<file path="src/rtl/cache_pkg.sv">
// Shared cache/memory-interface types: RAM handshake states and arbiter FSM states.
package cache_pkg;

    localparam int WORD_W = 32;

    typedef enum logic [1:0] {
        FREE   = 2'd0,
        BUSY   = 2'd1,
        ACCESS = 2'd2,
        ERROR  = 2'd3
    } ramstate_t;

    typedef enum logic [1:0] {
        IDLE   = 2'd0,
        DGRANT = 2'd1,
        IGRANT = 2'd2
    } arbstate_t;

    function automatic logic ram_done(input logic [1:0] rs);
        return rs == ACCESS;
    endfunction

endpackage

</file>
<file path="src/rtl/arb_fair_counter.sv">
// Saturating count of dcache grants issued while icache waits; 1-cycle update, no backpressure.
module arb_fair_counter #(
    parameter int LIMIT = 4,
    parameter int W     = $clog2(LIMIT + 1)
) (
    input  logic         clk,
    input  logic         rst_n,
    input  logic         inc,
    input  logic         clr,
    output logic [W-1:0] cnt
);

    localparam logic [W-1:0] MAX = W'(LIMIT);

    always_ff @(posedge clk or negedge rst_n) begin
        if (!rst_n) begin
            cnt <= '0;
        end else if (clr) begin
            cnt <= '0;
        end else if (inc && (cnt != MAX)) begin
            cnt <= cnt + 1'b1;
        end
    end

endmodule

</file>
<file path="src/rtl/memory_arbiter.sv">
// Dcache-first arbiter of icache/dcache word requests onto one RAM port; grant 1 cycle after request, waits held until ramstate==ACCESS.
// Optional MEMARB_STATS_EN adds completion and RAM-error counters.
module memory_arbiter
    import cache_pkg::*;
#(
    parameter int IFAIR_LIMIT = 4
) (
    input  logic        CLK,
    input  logic        nRST,
    input  logic        iREN,
    input  logic [31:0] iaddr,
    output logic [31:0] iload,
    output logic        iwait,
    input  logic        dREN,
    input  logic        dWEN,
    input  logic [31:0] daddr,
    input  logic [31:0] dstore,
    output logic [31:0] dload,
    output logic        dwait,
    output logic        ramREN,
    output logic        ramWEN,
    output logic [31:0] ramaddr,
    output logic [31:0] ramstore,
    input  logic [31:0] ramload,
    input  logic [1:0]  ramstate
`ifdef MEMARB_STATS_EN
    ,
    output logic [31:0] icount,
    output logic [31:0] dcount,
    output logic [15:0] errcount
`endif
);

    localparam int FAIR_W = $clog2(IFAIR_LIMIT + 1);
    localparam logic [FAIR_W-1:0] FAIR_MAX = FAIR_W'(IFAIR_LIMIT);

    arbstate_t          state, state_nxt;
    logic [FAIR_W-1:0]  fair_cnt;
    logic               dreq, access, starving, fair_inc, fair_clr;

    assign dreq     = dREN | dWEN;
    assign access   = ram_done(ramstate);
    assign starving = (fair_cnt == FAIR_MAX) && iREN;

    always_comb begin
        state_nxt = state;
        unique case (state)
            IDLE: begin
                if (dreq && !starving) state_nxt = DGRANT;
                else if (iREN)         state_nxt = IGRANT;
            end
            // A dropped request abandons the grant; ERROR/BUSY/FREE all hold it.
            DGRANT: if (access || !dreq) state_nxt = IDLE;
            IGRANT: if (access || !iREN) state_nxt = IDLE;
            default: state_nxt = IDLE;
        endcase
    end

    always_ff @(posedge CLK or negedge nRST) begin
        if (!nRST) state <= IDLE;
        else       state <= state_nxt;
    end

    assign fair_inc = (state == IDLE) && (state_nxt == DGRANT) && iREN;
    assign fair_clr = (state == IDLE) && ((state_nxt == IGRANT) || !iREN);

    arb_fair_counter #(
        .LIMIT (IFAIR_LIMIT),
        .W     (FAIR_W)
    ) u_fair (
        .clk   (CLK),
        .rst_n (nRST),
        .inc   (fair_inc),
        .clr   (fair_clr),
        .cnt   (fair_cnt)
    );

    // RAM enables follow the live request so a mid-grant drop stops the access at once.
    always_comb begin
        ramREN   = 1'b0;
        ramWEN   = 1'b0;
        ramaddr  = '0;
        ramstore = '0;
        unique case (state)
            DGRANT: begin
                ramaddr  = daddr;
                ramstore = dstore;
                ramWEN   = dWEN;
                ramREN   = dREN & ~dWEN;
            end
            IGRANT: begin
                ramaddr  = iaddr;
                ramREN   = iREN;
            end
            default: ;
        endcase
    end

    assign dwait = ~((state == DGRANT) && access);
    assign iwait = ~((state == IGRANT) && access);
    assign iload = ramload;
    assign dload = ramload;

`ifdef MEMARB_STATS_EN
    always_ff @(posedge CLK or negedge nRST) begin
        if (!nRST) begin
            icount   <= '0;
            dcount   <= '0;
            errcount <= '0;
        end else begin
            if ((state == IGRANT) && access) icount <= icount + 32'd1;
            if ((state == DGRANT) && access) dcount <= dcount + 32'd1;
            if ((state != IDLE) && (ramstate == ERROR)) errcount <= errcount + 16'd1;
        end
    end
`endif

endmodule

</file>
<file path="config.mk">
export PLATFORM = sky130hd
export DESIGN_NAME = memory_arbiter
export DESIGN_NICKNAME = d
export VERILOG_FILES = /design/src/rtl/cache_pkg.sv /design/src/rtl/arb_fair_counter.sv /design/src/rtl/memory_arbiter.sv
export SDC_FILE = /design/constraint.sdc
export NUM_CORES = 1
export LEC_CHECK = 0
export BUFFER_PORTS_ARGS = -buffer_cell sky130_fd_sc_hd__buf_4
export CAP_MARGIN = 5
export CORE_AREA = 4 4 101 103
export CTS_CLUSTER_SIZE = 8
export DETAILED_ROUTE_END_ITERATION = 8
export DIE_AREA = 0 0 105 107
export GPL_TIMING_DRIVEN = 0
export SLEW_MARGIN = 20
export SYNTH_ARGS = -nofsm -noshare
export SYNTH_HDL_FRONTEND = slang
export SYNTH_SLANG_ARGS = --single-unit
</file>
<file path="constraint.sdc">
create_clock -name CLK -period 1.6 [get_ports CLK]
set_input_delay 0 -clock CLK [delete_from_list [all_inputs] [get_ports CLK]]
set_output_delay 0 -clock CLK [all_outputs]
set_load 0.05 [all_outputs]
</file>
==> results_dict.tcl, run 1 <==
set metrics [dict create \
    status "finished, violations left" \
    violations "setup timing" \
    wl_per_cell_um 14.9 \
    antenna_found_initial 0 \
    cap_violations 0 \
    synth_top_area_cell "buf_4" \
    synth_seq_area_share_pct 7.51 \
    r2r_cells 9 \
    clock.fmax_ghz 0.560 \
    synthDominantCellAreaShare_pct 29.8 \
    fp.coreArea_um2 9200 \
    synthXorXnorAreaFrac_pct 1.05 \
    power.density_nw_per_um2 1550 \
    arrival_ns 1.89 \
    relSlewSlack_pct 75.7 \
    antenna_cells 0 \
    layout_commonest_cell "buf_4" \
    yosys.area_share.simple_pct 29.1 \
    syn_nets 365 \
    async_flop_share_pct 100 \
    drc_errors 0 \
    synth-main-ff-cell "dfrtp_1" \
    ys_seq_elements 5 \
    cts_made_buffers 3 \
    yosys_warnings 0 \
    peakVddDrop_mv 0.645 \
    initial_core_util_pct 18.1 \
    hold_viol_final 0 \
    hold_class "input pin to async pin" \
    worst_clock_skew_ns 0.00197 \
    rrSetupSlack_ns -0.19 \
    setup-violations-final 64 \
    clk_pin_slew_ns 0.04 \
    path_cells "inv_2 -> ha_1 -> buf_6 -> buf_4 -> a21oi_1 -> or3_1 -> o211ai_1 -> mux2i_1 -> nor2_1" \
    grt_first_pass_wirelength_um 12900 \
    layout_worst_path_cycle_share_pct 112 \
    grt_max_degree 11 \
    synth_area_um2 1670 \
    cts-root-buf "clkbuf_8" \
    finalCriticalPeriod_ns 1.79 \
    pin_count 267 \
    areaGrowthSynthToFinish_pct 141 \
    grt_setup_unrepaired "yes" \
    hpwl_um 7810 \
    synthAdderAreaFrac_pct 4.51 \
    avgSynthCellArea_um2 7.43 \
    synth_compound_area_share_pct 23.2 \
    die_w_um 105 \
    muxShareOfSynthArea_pct 0.601 \
    max_stage_delay_ns 0.40 \
    fin_util_pct 43.6 \
    rows 35 \
    tritoncts "done" \
    fin_nets 612 \
    synthTopCellsByArea "buf_4, a22oi_1, and2_1" \
    place.gp.congestion 0.766 \
    r2r_end "u_fair.cnt[1]" \
    vias_per_cell 4.15 \
    synth_cell_types 32 \
    final_cell_count_no_fill 581 \
    p_leak_nw 2.16 \
    htreeDepth 1 \
    antenna_left 0 \
    synth_edf_count 0 \
    critPathCaptureType "flop" \
    firstDrtPassIters 6 \
    cts_buffer_depth 2 \
    syn_inst 224 \
    die_h_um 107 \
    crit_type "flop to flop" \
    drtIter0Drc 55 \
    synth_top_family_by_area "buffers and inverters" \
    crit_required_ns 1.70 \
    grt-ovfl-total 0 \
    drive_gt1_share_pct 85.3 \
    holdWs_ns 0.116 \
    r2r_start "state[1]" \
    cp-start-kind "flop" \
    port_buffers 234 \
    path_max_fanout 6 \
    fin_ws_ns -0.186 \
    num_vias 2411 \
    tightest_slew_ns 0.364 \
    grtUsageTotal_pct 13.9 \
    clk_latency_ns 0.22 \
    dpl_worst_slack_ns -0.469 \
    grt_pass1_vias 2540 \
    dp_cells 569 \
    maxSlewViolCount 0 \
    most-common-layout-cells "buf_4, and2_2, a22oi_1" \
    wirelength_um 8670 \
    cpMaxStageDelayCell "dfrtp_1" \
    die_area_um2 11200 \
    clock-sinks 5 \
]
worst max path at each step:
| stage | start | end | slack, ns | cells past startpoint |
|---|---|---|---|---|
| after floorplan | state[0] | u_fair.cnt[1] | -0.11 | 8 |
| after global placement | state[1] | ramstore[12] | -0.42 | 7 |
| after detailed placement | state[1] | ramstore[13] | -0.47 | 7 |
| after CTS | state[1] | u_fair.cnt[0] | -0.22 | 8 |
| after global routing | state[1] | u_fair.cnt[2] | -0.27 | 8 |
| final | state[1] | u_fair.cnt[1] | -0.19 | 9 |
stage by stage:
| stage | TNS [ns] | area [um2] | power, W |
|---|---|---|---|
| CTS | -10.10 | 3990 | 0.00629 |
| global placement | -19.79 | 3820 | 0.00579 |
| finish | -6.46 | 4010 | 0.00623 |
| floorplan | -0.548 | 1920 | 0.00430 |
| global route | -13.91 | 4010 | 0.00659 |
| detailed placement | -22.54 | 3820 | 0.00584 |
cell families (layout without fill, tap and decap cells):
family,count (synthesis),after routing
and+or+nand+nor,80,80
adders and majority gates,6,6
muxes,1,1
AOI/OAI and AO/OA,45,45
xor gates and xnor gates,2,2
buffers and inverters,85,331
DFF,5,5
state kept, by name, indices dropped and copies added (netlist names):
name / cells
u_fair.cnt: 3
state: 2
what timing repair did:
action                     CTS  global route
resized for setup           30             7
hold buffers                 1             0
cloned                       0             0
pin swaps                    3             2
hold endpoints to repair     5             0
setup buffers                6             1
setup endpoints to repair   71            66
power by group:
part	internal, W	switching (W)	leakage (nW)	total (W)
Sequential	0.000167	0.0000349	0.0656	0.000202
Clock	0.000171	0.0000590	0.0228	0.000230
Combinational	0.00226	0.00354	2.07	0.00580
Total	0.00260	0.00363	2.16	0.00623
final cells by class:
type                    count  area (um2)
flip-flops and latches      5         126
well taps                 111         139
plain buffers              79         599
multi-input cells         134        1250
inverters                   6        22.5
fillers                   906        5190
repair buffers            242        1820
clock buffers               4        45.0
worst max-delay path: cells and delay by family (launching register included):
family	cells	cell delay [ns]
DFF	1	0.40
adders and majority gates	1	0.16
muxes	1	0.23
and+or+nand+nor	2	0.39
AOI/OAI and AO/OA	2	0.19
buffers and inverters	3	0.30
metal layers:
metal  vias to the layer above  part of all wire, %  wire [um]  GRT usage (%)
met4                         0                 0.40         35           1.97
met3                         4                   12       1070           5.42
met2                       164                   53       4600           26.4
met1                      1061                   34       2970           14.9
li1                       1182                    -          -              -
met5                         -                    0          0              0
cells in the mapped netlist, types with 2 or more instances:
master and n:
nor2b_1 32, ha_1 6, nor2_1 5, nand2_1 3
dfrtp_1 5, buf_4 66, inv_1 6, clkbuf_1 11
a21oi_1 2, a2111oi_4 2, a22oi_1 32, buf_1 2
and2_1 33
No activity file was read; power rests on OpenSTA's default activity.
==> run 2: changes to the inputs <==
--- a/config.mk
+++ b/config.mk
@@ -12,6 +12,7 @@
 export DETAILED_ROUTE_END_ITERATION = 8
 export DIE_AREA = 0 0 105 107
 export GPL_TIMING_DRIVEN = 0
+export PLACE_DENSITY = 0.6
 export SLEW_MARGIN = 20
 export SYNTH_ARGS = -nofsm -noshare
 export SYNTH_HDL_FRONTEND = slang
==> constraint.sdc (replaced) <==
create_clock -name CLK -period 2.15 [get_ports CLK]
set_input_delay 0 -clock CLK [delete_from_list [all_inputs] [get_ports CLK]]
set_output_delay 0 -clock CLK [all_outputs]
set_load 0.05 [all_outputs]
==> run 2 against run 1 <==
Effect of this change: final cell count shrank 1.4%; non-clock buffer count fell by 8; combinational power is 36% lower; die area did not move; utilization down 4.3 points; highest routed layer unchanged; global-route usage down 1.5 points; register-to-register slack improved by 0.36 ns; critical path depth down 2; the run now ends clean.
==> results_dict.tcl, run 2 (synthesis gave the netlist of run 1 again) <==
set metrics [dict create \
    status "finished clean" \
    rrSetupSlack_ns 0.17 \
    path_cells "inv_1 -> ha_1 -> buf_4 -> buf_1 -> a22oi_1 -> nor2b_1 -> buf_4" \
    die_area_um2 11200 \
    htreeDepth 1 \
    worst-path-buf-inv 4 \
    grtUsageTotal_pct 12.5 \
    p_switching_w 0.00254 \
    layout_commonest_cell "buf_4" \
    grt_setup_unrepaired "yes" \
    layout_worst_path_cycle_share_pct 95.5 \
    crit_type "flop to output pin" \
    hold_viol_final 0 \
    grt_pass1_vias 2428 \
    largest_reg_flops 3 \
    antenna_cells 0 \
    fp.coreArea_um2 9200 \
    dpl_worst_slack_ns 0.143 \
    areaGrowthSynthToFinish_pct 117 \
    crit_required_ns 2.15 \
    drtIter0Drc 90 \
    p_leak_nw 1.94 \
    fin_util_pct 39.3 \
    antenna_found_initial 0 \
    hpwl_um 7150 \
    grt-ovfl-total 0 \
    multiInputGateArea_um2 973 \
    cap_violations 0 \
    initial_core_util_pct 18.1 \
    pin_count 267 \
    cts_made_buffers 3 \
    die_w_um 105 \
    switching_share_pct 63.0 \
    seqCellArea_um2 125 \
    finalCriticalPeriod_ns 2.05 \
    peakVddDrop_mv 0.581 \
    drive_gt1_share_pct 67.7 \
    clk_latency_ns 0.22 \
    power.density_nw_per_um2 1120 \
    arrival_ns 2.05 \
    crit_family "buffers and inverters" \
    maxSlewViolCount 0 \
    worst_clock_skew_ns 0.000812 \
    cts_buffer_depth 2 \
    clkPwrFrac_pct 4.3 \
    antenna_left 0 \
    regMostFlops "u_fair.cnt" \
    clock.fmax_ghz 0.487 \
    tightest_slew_ns 0.480 \
    hold_class "input pin to async pin" \
    cts-root-buf "clkbuf_8" \
    most-common-layout-cells "buf_4, and2_1, a22oi_1, nor2b_1, clkbuf_1" \
    rows 35 \
    cp_common_cell "buf_4" \
    die_h_um 107 \
    num-fill-cells 912 \
    fin_ws_ns 0.0963 \
    p_seq_share_pct 3.7 \
    fin_nets 604 \
    relSlewSlack_pct 68.0 \
    drc_errors 0 \
    clk_pin_slew_ns 0.03 \
    tritoncts "done" \
    place.gp.congestion 0.770 \
    max_stage_delay_ns 0.41 \
    port_buffers 234 \
    clock-sinks 5 \
    grt_max_degree 16 \
    wl_per_cell_um 13.9 \
    cpMaxStageDelayCell "buf_1" \
    p_int_w 0.00149 \
    cp-start-kind "flop" \
    finalSetupTns_ns 0 \
    firstDrtPassIters 4 \
    reg_top3 "u_fair.cnt: 3 flops, state: 2 flops" \
    wirelength_um 7980 \
    cts_setup_buffers 0 \
    critPathCaptureType "output pin" \
    num_vias 2337 \
    vias_per_cell 4.08 \
    grt_first_pass_wirelength_um 11600 \
    path_max_fanout 15 \
    combPwrFrac_pct 92.0 \
    setup-violations-final 0 \
]
run 2: changes by cell type in the layout (fill, tap and decap cells not counted), moves of 2 or more:
cell,delta
a22oi_1,+5
a22oi_2,-5
and2_1,+29
and2_2,-29
buf_1,+3
buf_2,-2
buf_4,-5
buf_6,-4
clkbuf_1,+6
clkbuf_2,+3
clkbuf_4,-9
nor2b_1,+32
nor2b_2,-7
nor2b_4,-25
run 2: final timing paths:
path,start,end,cells after the start
worst max-delay path,state[1],ramaddr[5],7
min in group CLK,ramload[8],iload[8],2
max in group asynchronous,nRST,u_fair.cnt[0],2
worst min register to register,u_fair.cnt[1],u_fair.cnt[1],2
worst min-delay path,nRST,u_fair.cnt[2],2
worst max register to register,state[1],u_fair.cnt[0],8
run 2: cell type report:
| type | count | share of cell area, % |
|---|---|---|
| sequential | 5 | 3.46 |
| multi-input combinational | 134 | 26.9 |
| clock buffer | 4 | 1.25 |
| inverter | 6 | 0.623 |
| tap | 111 | 3.84 |
| buffer | 78 | 15.1 |
| timing repair buffer | 235 | 48.9 |
run 2: stage by stage:
step                hold WS (ns)  std cells  total power, W  area [um2]
floorplan                 -0.296        224         0.00278        1670
global placement          -0.197        569         0.00388        3560
detailed placement        -0.194        569         0.00390        3560
CTS                        0.112        573         0.00408        3610
global route               0.131        573         0.00425        3620
finish                     0.120        573         0.00404        3620
run 2: what timing repair did:
action / 4_1_cts / 5_1_grt
endpoints found under the setup margin: 30 / 25
hold buffers: 1 / 0
pin swaps: 0 / 1
endpoints found under the hold margin: 5 / 0
resized for setup: 1 / 6
run 2: power groups by stage:
stage                     Clock [W]  Sequential [W]  Combinational [W]
after floorplan                   0        0.000143            0.00264
after global placement            0        0.000149            0.00373
after detailed placement          0        0.000149            0.00376
after CTS                  0.000179        0.000148            0.00376
after global routing       0.000187        0.000155            0.00391
final                      0.000174        0.000150            0.00371
run 2: worst reg2reg max path, stage by stage, from the launching register on:
cell,delay (ns)
dfrtp_1,0.39
inv_1,0.14
ha_1,0.17
buf_4,0.22
o21ai_2,0.11
a2111oi_4,0.39
o211ai_1,0.19
xnor2_1,0.21
nor2_1,0.05
run 2: layer usage:
metal	global-route usage, %	up-vias	part of all wire, %
met4	3.00	0	0.78
met3	3.61	7	11
met1	12.5	1001	35
met2	25.0	166	53
li1	-	1163	-
met5	0	-	0
